### config.mk
export PLATFORM = sky130hd
export DESIGN_NAME = fault_response_controller
export DESIGN_NICKNAME = d
export VERILOG_FILES = /design/src/rtl/fault_response_controller.sv
export SDC_FILE = /design/constraint.sdc
export NUM_CORES = 1
export LEC_CHECK = 0
export CAP_MARGIN = 25
export CORE_MARGIN = 3
export CORE_UTILIZATION = 26
export CTS_BUF_LIST = sky130_fd_sc_hd__clkbuf_4
export CTS_CLUSTER_DIAMETER = 40
export DETAILED_ROUTE_END_ITERATION = 10
export GPL_ROUTABILITY_DRIVEN = 0
export GPL_TIMING_DRIVEN = 0
export PLACE_DENSITY = 0.51
export SLEW_MARGIN = 10
export SYNTH_ARGS = -nofsm -noshare
export SYNTH_HDL_FRONTEND = slang
export SYNTH_SLANG_ARGS = --single-unit
### constraint.sdc
create_clock -name clk -period 4.6 [get_ports clk]
set_clock_uncertainty 0.15 [all_clocks]
set_input_delay 0.92 -clock clk [delete_from_list [all_inputs] [get_ports clk]]
set_output_delay 0.92 -clock clk [all_outputs]
set_load 0.1 [all_outputs]
### src/rtl/fault_response_controller.sv
`default_nettype none
// ============================================================================
// Module      : fault_response_controller
// Description : Sequences CPU recovery from classified faults: flush + retry
//               for minor faults, latched safe/halt for critical ones.
// Revision    : 1.0 - initial release
// ============================================================================
module fault_response_controller #(
    parameter int FLUSH_CYCLES = 2,
    parameter int MAX_RETRIES  = 3,
    parameter int CLEAN_WINDOW = 16,
    parameter int CNT_W        = 8
) (
    input  logic             clk,
    input  logic             rst_n,
    input  logic [1:0]       fault_type,
    input  logic             retry_ack_i,
    input  logic             clear_i,
    output logic             flush_o,
    output logic             retry_req_o,
    output logic             stall_o,
    output logic             safe_mode_o,
    output logic             halt_o,
    output logic             irq_o,
    output logic [3:0]       retry_count_o,
    output logic [CNT_W-1:0] minor_cnt_o,
    output logic [CNT_W-1:0] crit_cnt_o
);

    localparam logic [1:0]       c_st_idle   = 2'd0;
    localparam logic [1:0]       c_st_flush  = 2'd1;
    localparam logic [1:0]       c_st_retry  = 2'd2;
    localparam logic [1:0]       c_st_safe   = 2'd3;
    localparam logic [3:0]       c_flush_init = 4'(FLUSH_CYCLES);
    localparam logic [3:0]       c_max_retry  = 4'(MAX_RETRIES);
    localparam logic [7:0]       c_clean_win  = 8'(CLEAN_WINDOW);
    localparam logic [CNT_W-1:0] c_cnt_max    = '1;

    logic [1:0]       r_state;
    logic [3:0]       r_flush_cnt;
    logic [3:0]       r_retry_cnt;
    logic [7:0]       r_clean_cnt;
    logic [CNT_W-1:0] r_minor_cnt;
    logic [CNT_W-1:0] r_crit_cnt;
    logic             r_flush;
    logic             r_retry_req;
    logic             r_stall;
    logic             r_safe;
    logic             r_halt;
    logic             r_irq;

    logic [1:0]       w_state_nxt;
    logic [3:0]       w_flush_nxt;
    logic [3:0]       w_retry_nxt;
    logic [7:0]       w_clean_nxt;
    logic             w_minor_inc;
    logic             w_crit_inc;
    logic             w_is_crit;

    assign w_is_crit = fault_type[1];

    always_comb begin
        w_state_nxt = r_state;
        w_flush_nxt = r_flush_cnt;
        w_retry_nxt = r_retry_cnt;
        w_clean_nxt = r_clean_cnt;
        w_minor_inc = 1'b0;
        w_crit_inc  = 1'b0;
        case (r_state)
            c_st_idle: begin
                if (fault_type == 2'b00) begin
                    if (r_clean_cnt < c_clean_win) w_clean_nxt = r_clean_cnt + 8'd1;
                    if (w_clean_nxt == c_clean_win) w_retry_nxt = 4'd0;
                end else if (fault_type == 2'b01) begin
                    w_minor_inc = 1'b1;
                    w_clean_nxt = 8'd0;
                    // Retry budget exhausted: the minor fault is treated as critical
                    if (r_retry_cnt == c_max_retry) begin
                        w_crit_inc  = 1'b1;
                        w_state_nxt = c_st_safe;
                    end else begin
                        w_retry_nxt = r_retry_cnt + 4'd1;
                        w_flush_nxt = c_flush_init;
                        w_state_nxt = c_st_flush;
                    end
                end else begin
                    w_crit_inc  = 1'b1;
                    w_state_nxt = c_st_safe;
                end
            end
            c_st_flush: begin
                if (w_is_crit) begin
                    w_crit_inc  = 1'b1;
                    w_state_nxt = c_st_safe;
                end else begin
                    w_flush_nxt = r_flush_cnt - 4'd1;
                    if (r_flush_cnt <= 4'd1) w_state_nxt = c_st_retry;
                end
            end
            c_st_retry: begin
                if (w_is_crit) begin
                    w_crit_inc  = 1'b1;
                    w_state_nxt = c_st_safe;
                end else if (retry_ack_i) begin
                    w_state_nxt = c_st_idle;
                end
            end
            c_st_safe: begin
                // Clear has priority over any fault presented alongside it
                if (clear_i) begin
                    w_state_nxt = c_st_idle;
                    w_retry_nxt = 4'd0;
                    w_clean_nxt = 8'd0;
                end
            end
            default: w_state_nxt = c_st_idle;
        endcase
    end

    always_ff @(posedge clk or negedge rst_n) begin
        if (!rst_n) begin
            r_state     <= c_st_idle;
            r_flush_cnt <= 4'd0;
            r_retry_cnt <= 4'd0;
            r_clean_cnt <= 8'd0;
            r_minor_cnt <= '0;
            r_crit_cnt  <= '0;
            r_flush     <= 1'b0;
            r_retry_req <= 1'b0;
            r_stall     <= 1'b0;
            r_safe      <= 1'b0;
            r_halt      <= 1'b0;
            r_irq       <= 1'b0;
        end else begin
            r_state     <= w_state_nxt;
            r_flush_cnt <= w_flush_nxt;
            r_retry_cnt <= w_retry_nxt;
            r_clean_cnt <= w_clean_nxt;
            if (w_minor_inc && (r_minor_cnt != c_cnt_max)) r_minor_cnt <= r_minor_cnt + 1'b1;
            if (w_crit_inc && (r_crit_cnt != c_cnt_max))   r_crit_cnt  <= r_crit_cnt + 1'b1;
            r_flush     <= (w_state_nxt == c_st_flush);
            r_retry_req <= (w_state_nxt == c_st_retry);
            r_stall     <= (w_state_nxt != c_st_idle);
            r_safe      <= (w_state_nxt == c_st_safe);
            r_halt      <= (w_state_nxt == c_st_safe);
            r_irq       <= (w_state_nxt == c_st_safe) && (r_state != c_st_safe);
        end
    end

    assign flush_o       = r_flush;
    assign retry_req_o   = r_retry_req;
    assign stall_o       = r_stall;
    assign safe_mode_o   = r_safe;
    assign halt_o        = r_halt;
    assign irq_o         = r_irq;
    assign retry_count_o = r_retry_cnt;
    assign minor_cnt_o   = r_minor_cnt;
    assign crit_cnt_o    = r_crit_cnt;

endmodule
`default_nettype wire
==> results.json, run 1 <==
{
  "via_count": 1652,
  "setup_viol": 0,
  "drv_cap": 0,
  "port_buffers": 30,
  "ios": 32,
  "dieArea_um2": 9320,
  "synth_area_leaders": "dfrtp_1, ha_1, xor2_1",
  "die_w_um": 96.5,
  "post-place-cells": 337,
  "fin_crit_ps": 3060,
  "clkLatencyLatePin_ps": 350,
  "fin_nets": 258,
  "slew_headroom_pct": 34.7,
  "syn2layout_area_growth_pct": 25.0,
  "die_y_um": 96.5,
  "antenna_found_initial": 0,
  "setup_tns_ps": 0,
  "route.detailed.drc": 0,
  "crit_type": "register to primary output",
  "path_delay_family": "buffers and inverters",
  "routed_wl_um": 4520,
  "dp_hpwl_um": 3360,
  "synth_edf_count": 0,
  "yosysSeqAreaShare_pct": 45.8,
  "grt_use_total_pct": 11.0,
  "synth_area_um2": 2130,
  "stdcell_count": 345,
  "critPathSlowestCell": "clkdlybuf4s50_1",
  "fmaxAchievable_mhz": 326,
  "cts_root_buf": "clkbuf_4",
  "synth-seq-cells": 39,
  "start_kind": "register",
  "final-hold-violation-count": 0,
  "first_iter_violations": 58,
  "synthArstFlopShare_pct": 100,
  "grt_overflow": 0,
  "synthCells": 204,
  "fill_cells": 820,
  "cp.required_ps": 3530,
  "core_um2": 7850,
  "cts_resized": 0,
  "fin_crit_sh_pct": 66.6,
  "numCtsBuffers": 5,
  "slew_violations": 0,
  "worstPathCellList": "clkdlybuf4s50_1",
  "grt_max_degree": 23,
  "synth.distinct_cells": 48,
  "clockBufferDepth": 2,
  "max_stage_delay_ps": 1180,
  "post_cts.repair.setup_buffers": 0,
  "htree_levels": 2,
  "cp_data_arrival_time_ps": 1990,
  "grt_pass1_wl_um": 8080,
  "n_antenna_cell": 0,
  "cts_hold_buf": 0,
  "path_clk_slew_ps": 130,
  "cts_tree": "done",
  "syn_nets": 220,
  "crit_path_end_kind": "primary output",
  "yosys_warnings": 0,
  "status": "finished clean",
  "initial_core_util_pct": 27.2,
  "synth_top_area_share_pct": 45.8,
  "tightest_slew_ps": 976,
  "grt_pass1_vias": 1743,
  "drive_gt1_share_pct": 11.1,
  "hold_class": "input port to async pin",
  "row_count": 32,
  "clkSinkCount": 39,
  "ant_nets": 0,
  "critical_path_buf_inv_count": 1,
  "syn_area_per_cell_um2": 10.4,
  "post_drt_wl_per_cell_um": 13.1,
  "firstDrtPassIters": 4,
  "synth_ff_type": "dfrtp_1",
  "grt_setup_unrepaired": "no",
  "cp_max_fo": 6,
  "synth_top_area_cell": "dfrtp_1",
  "viasPerCell": 4.79
}
[cell families (layout without fill, tap and decap cells)]
family,after synthesis,after routing,share of synthesized area [%]
mux,6,6,2.99
simple gates,75,75,20.4
xor+xnor,14,14,5.75
compound gates,42,42,15.5
buf+inv,18,57,3.64
fa+ha+maj,10,10,5.87
flops,39,39,45.8
[cell type report]
type | instances | area [µm²] | area share, %
repair buffers | 31 | 323 | 12.1
flip-flops and latches | 39 | 976 | 36.7
clock buffers | 5 | 37.5 | 1.41
multi-input cells | 147 | 1080 | 40.5
plain buffers | 6 | 32.5 | 1.22
clock inverters | 3 | 43.8 | 1.64
well taps | 102 | 128 | 4.79
inverters | 12 | 45.0 | 1.69
[synthesized netlist by cell type, types with 3 or more instances]
cell type,count
a31oi_1,3
nor3b_1,4
and3_1,6
inv_1,12
buf_2,5
nor2b_1,4
mux2_2,3
a21oi_1,6
nor3_1,5
nor2_1,12
or3_1,3
nand2b_1,3
mux2i_1,3
ha_1,10
o21ai_0,11
nand2_1,11
nor4_1,3
xor2_1,9
dfrtp_1,39
o211ai_1,4
nand3_1,11
xnor2_1,5
[metrics by stage]
step                      utilization [%]  setup WS (ps)  cell area [µm²]  hold slack (ps)
after floorplan                         -           2130             2130              326
after global placement               32.6           1410             2560              333
after detailed placement             32.9           1840             2580              333
after CTS                            33.9           1510             2660              346
after global routing                 33.9           1460             2660              350
final                                33.9           1540             2660              347
[per-layer routing]
| layer | wire length [µm] | vias up | global-route usage (%) |
|---|---|---|---|
| li1 | - | 813 | - |
| met5 | 0 | - | 0 |
| met3 | 155 | 6 | 2.32 |
| met4 | 65 | 0 | 3.97 |
| met1 | 2250 | 805 | 14.8 |
| met2 | 2040 | 28 | 17.5 |
[cell usage in the layout (no fill, tap or decap), drive strengths merged, types with 4 or more instances in the layout]
cell / n
clkdlybuf4s50: 29
buf: 8
a21oi: 6
nor2b: 4
xor2: 9
nand2: 11
nor3: 5
and3: 6
o21ai: 12
dfrtp: 39
o211ai: 4
ha: 10
nand3: 11
clkbuf: 5
nor3b: 6
xnor2: 5
nor2: 12
a31oi: 4
inv: 12
[registers in the layout (all words and copies together) (netlist names)]
name / count
crit_cnt_o: 8
stall_o: 1
irq_o: 1
r_state: 2
retry_count_o: 4
r_flush_cnt: 4
retry_req_o: 1
flush_o: 1
halt_o: 1
minor_cnt_o: 8
r_clean_cnt: 8
[final timing paths]
path / from / cells past startpoint / endpoint / slack (ps)
worst max-delay path: crit_cnt_o[3] / 1 / crit_cnt_o[3] / 1540
worst min-delay path: rst_n / 1 / minor_cnt_o[3] / 350
worst max register to register: r_state[1] / 6 / minor_cnt_o[1] / 2400
worst min register to register: crit_cnt_o[7] / 1 / crit_cnt_o[7] / 350
max in group asynchronous: rst_n / 2 / stall_o / 3470
min in group clk: crit_cnt_o[7] / 1 / crit_cnt_o[7] / 350
Power of run 1 is left out: the tool's default activity adds up to more than one toggle a clock period on the data nets, which glitch-free logic cannot reach.
==> run 2, diff against run 1 <==
Settings changed: PLACE_DENSITY 0.51 to 0.53.
Clock period 4.6 ns to 2.8 ns, I/O delays scaled along.
==> results.json, run 2 (synthesis gave the netlist of run 1 again) <==
{
  "hold_class": "register to register",
  "max_stage_delay_ps": 1170,
  "final_area_um2": 2660,
  "fin_crit_ps": 2710,
  "port_buffers": 30,
  "fin_nets": 259,
  "ant_nets": 0,
  "syn2layout_area_growth_pct": 24.8,
  "n_antenna_cell": 0,
  "dp_hpwl_um": 3350,
  "slew_violations": 0,
  "crit_type": "register to primary output",
  "busiest_layer": "met2",
  "fmaxAchievable_mhz": 370,
  "core_um2": 7850,
  "antenna_found_initial": 0,
  "path_clk_slew_ps": 130,
  "layout_common_cells": "dfrtp_1, clkdlybuf4s50_1, inv_1, nor2_1",
  "via_count": 1683,
  "grt_use_total_pct": 10.4,
  "drv_cap": 0,
  "path_delay_family": "buffers and inverters",
  "die_w_um": 96.5,
  "critical_path_buf_inv_count": 1,
  "route.detailed.drc": 0,
  "final-hold-violation-count": 0,
  "grt_util_met2_pct": 16.1,
  "tightest_slew_ps": 975,
  "first_iter_violations": 91,
  "start_kind": "register",
  "grt_setup_unrepaired": "no",
  "grt_pass1_vias": 1636,
  "layout_commonest_cell": "dfrtp_1",
  "clockBufferDepth": 2,
  "grt_util_met1_pct": 14.3,
  "post-place-cells": 337,
  "viasPerCell": 4.86,
  "crit_path_end_kind": "primary output",
  "row_count": 32,
  "placed_area_um2": 2570,
  "grt_pass1_wl_um": 7620,
  "clkSinkCount": 39,
  "setup_viol": 0,
  "numCtsBuffers": 5,
  "post_cts.repair.setup_buffers": 0,
  "cts_tree": "done",
  "drive_gt1_share_pct": 10.7,
  "cp_data_arrival_time_ps": 2000,
  "status": "finished clean",
  "critPathSlowestCell": "clkdlybuf4s50_1",
  "grt_max_degree": 26,
  "clkLatencyLatePin_ps": 340,
  "fill_cells": 834,
  "firstDrtPassIters": 4,
  "grt_overflow": 0,
  "post_drt_wl_per_cell_um": 13.2,
  "whs_ps": 351,
  "initial_core_util_pct": 27.2,
  "dieArea_um2": 9320,
  "ios": 32,
  "die_y_um": 96.5,
  "cts_resized": 0,
  "cts_root_buf": "clkbuf_4",
  "cp.required_ps": 2090,
  "fin_crit_sh_pct": 96.6,
  "worstPathCellList": "clkdlybuf4s50_1",
  "grtUsageMet3_pct": 2.32,
  "stdcell_count": 346,
  "cp_max_fo": 5,
  "htree_levels": 2,
  "slew_headroom_pct": 34.8,
  "routed_wl_um": 4560
}
==> run 2: changes by cell type in the layout (fill, tap and decap cells not counted), sizes merged <==
cell / before / now
dlygate4sd3: 0 / 1
==> run 2: path summary, 6_finish.rpt <==
path | start | to | slack [ps] | depth (start not counted)
setup / recovery | retry_count_o[2] | retry_count_o[2] | 90 | 1
hold / removal | minor_cnt_o[5] | minor_cnt_o[5] | 350 | 1
setup reg to reg | r_state[1] | minor_cnt_o[1] | 620 | 6
hold reg to reg | minor_cnt_o[5] | minor_cnt_o[5] | 350 | 1
max in group asynchronous | rst_n | crit_cnt_o[6] | 1540 | 3
min in group asynchronous | rst_n | r_state[0] | 500 | 2
==> run 2: layout make-up <==
cell class | instances | area [µm²] | share of cell area (%)
plain buffers | 6 | 32.5 | 1.22
flip-flops and latches | 39 | 976 | 36.7
inverters | 12 | 45.0 | 1.69
well taps | 102 | 128 | 4.80
repair buffers | 32 | 325 | 12.2
clock buffers | 5 | 37.5 | 1.41
clock inverters | 3 | 38.8 | 1.46
multi-input cells | 147 | 1080 | 40.5
==> run 2: routing by layer <==
metal  up-vias  routed length [µm]
met5         -                   0
met4         0                  60
met3         7                 120
met2        23                2060
met1       834                2320
li1        819                   -
==> run 2: per-stage QoR <==
step	util, %	TNS (ps)	worst slack [ps]
after floorplan	-	0	332
after global routing	33.9	0	23.0
final	33.9	0	93.9
after detailed placement	32.8	0	406
after CTS	33.9	0	68.6
after global placement	32.6	-2760	-73.5
==> run 2: repair_timing <==
item,CTS,global route
hold buffers,1,0
endpoints found under the setup margin,0,0
hold endpoints to repair,14,0
Power of run 2 is left out for the same reason.
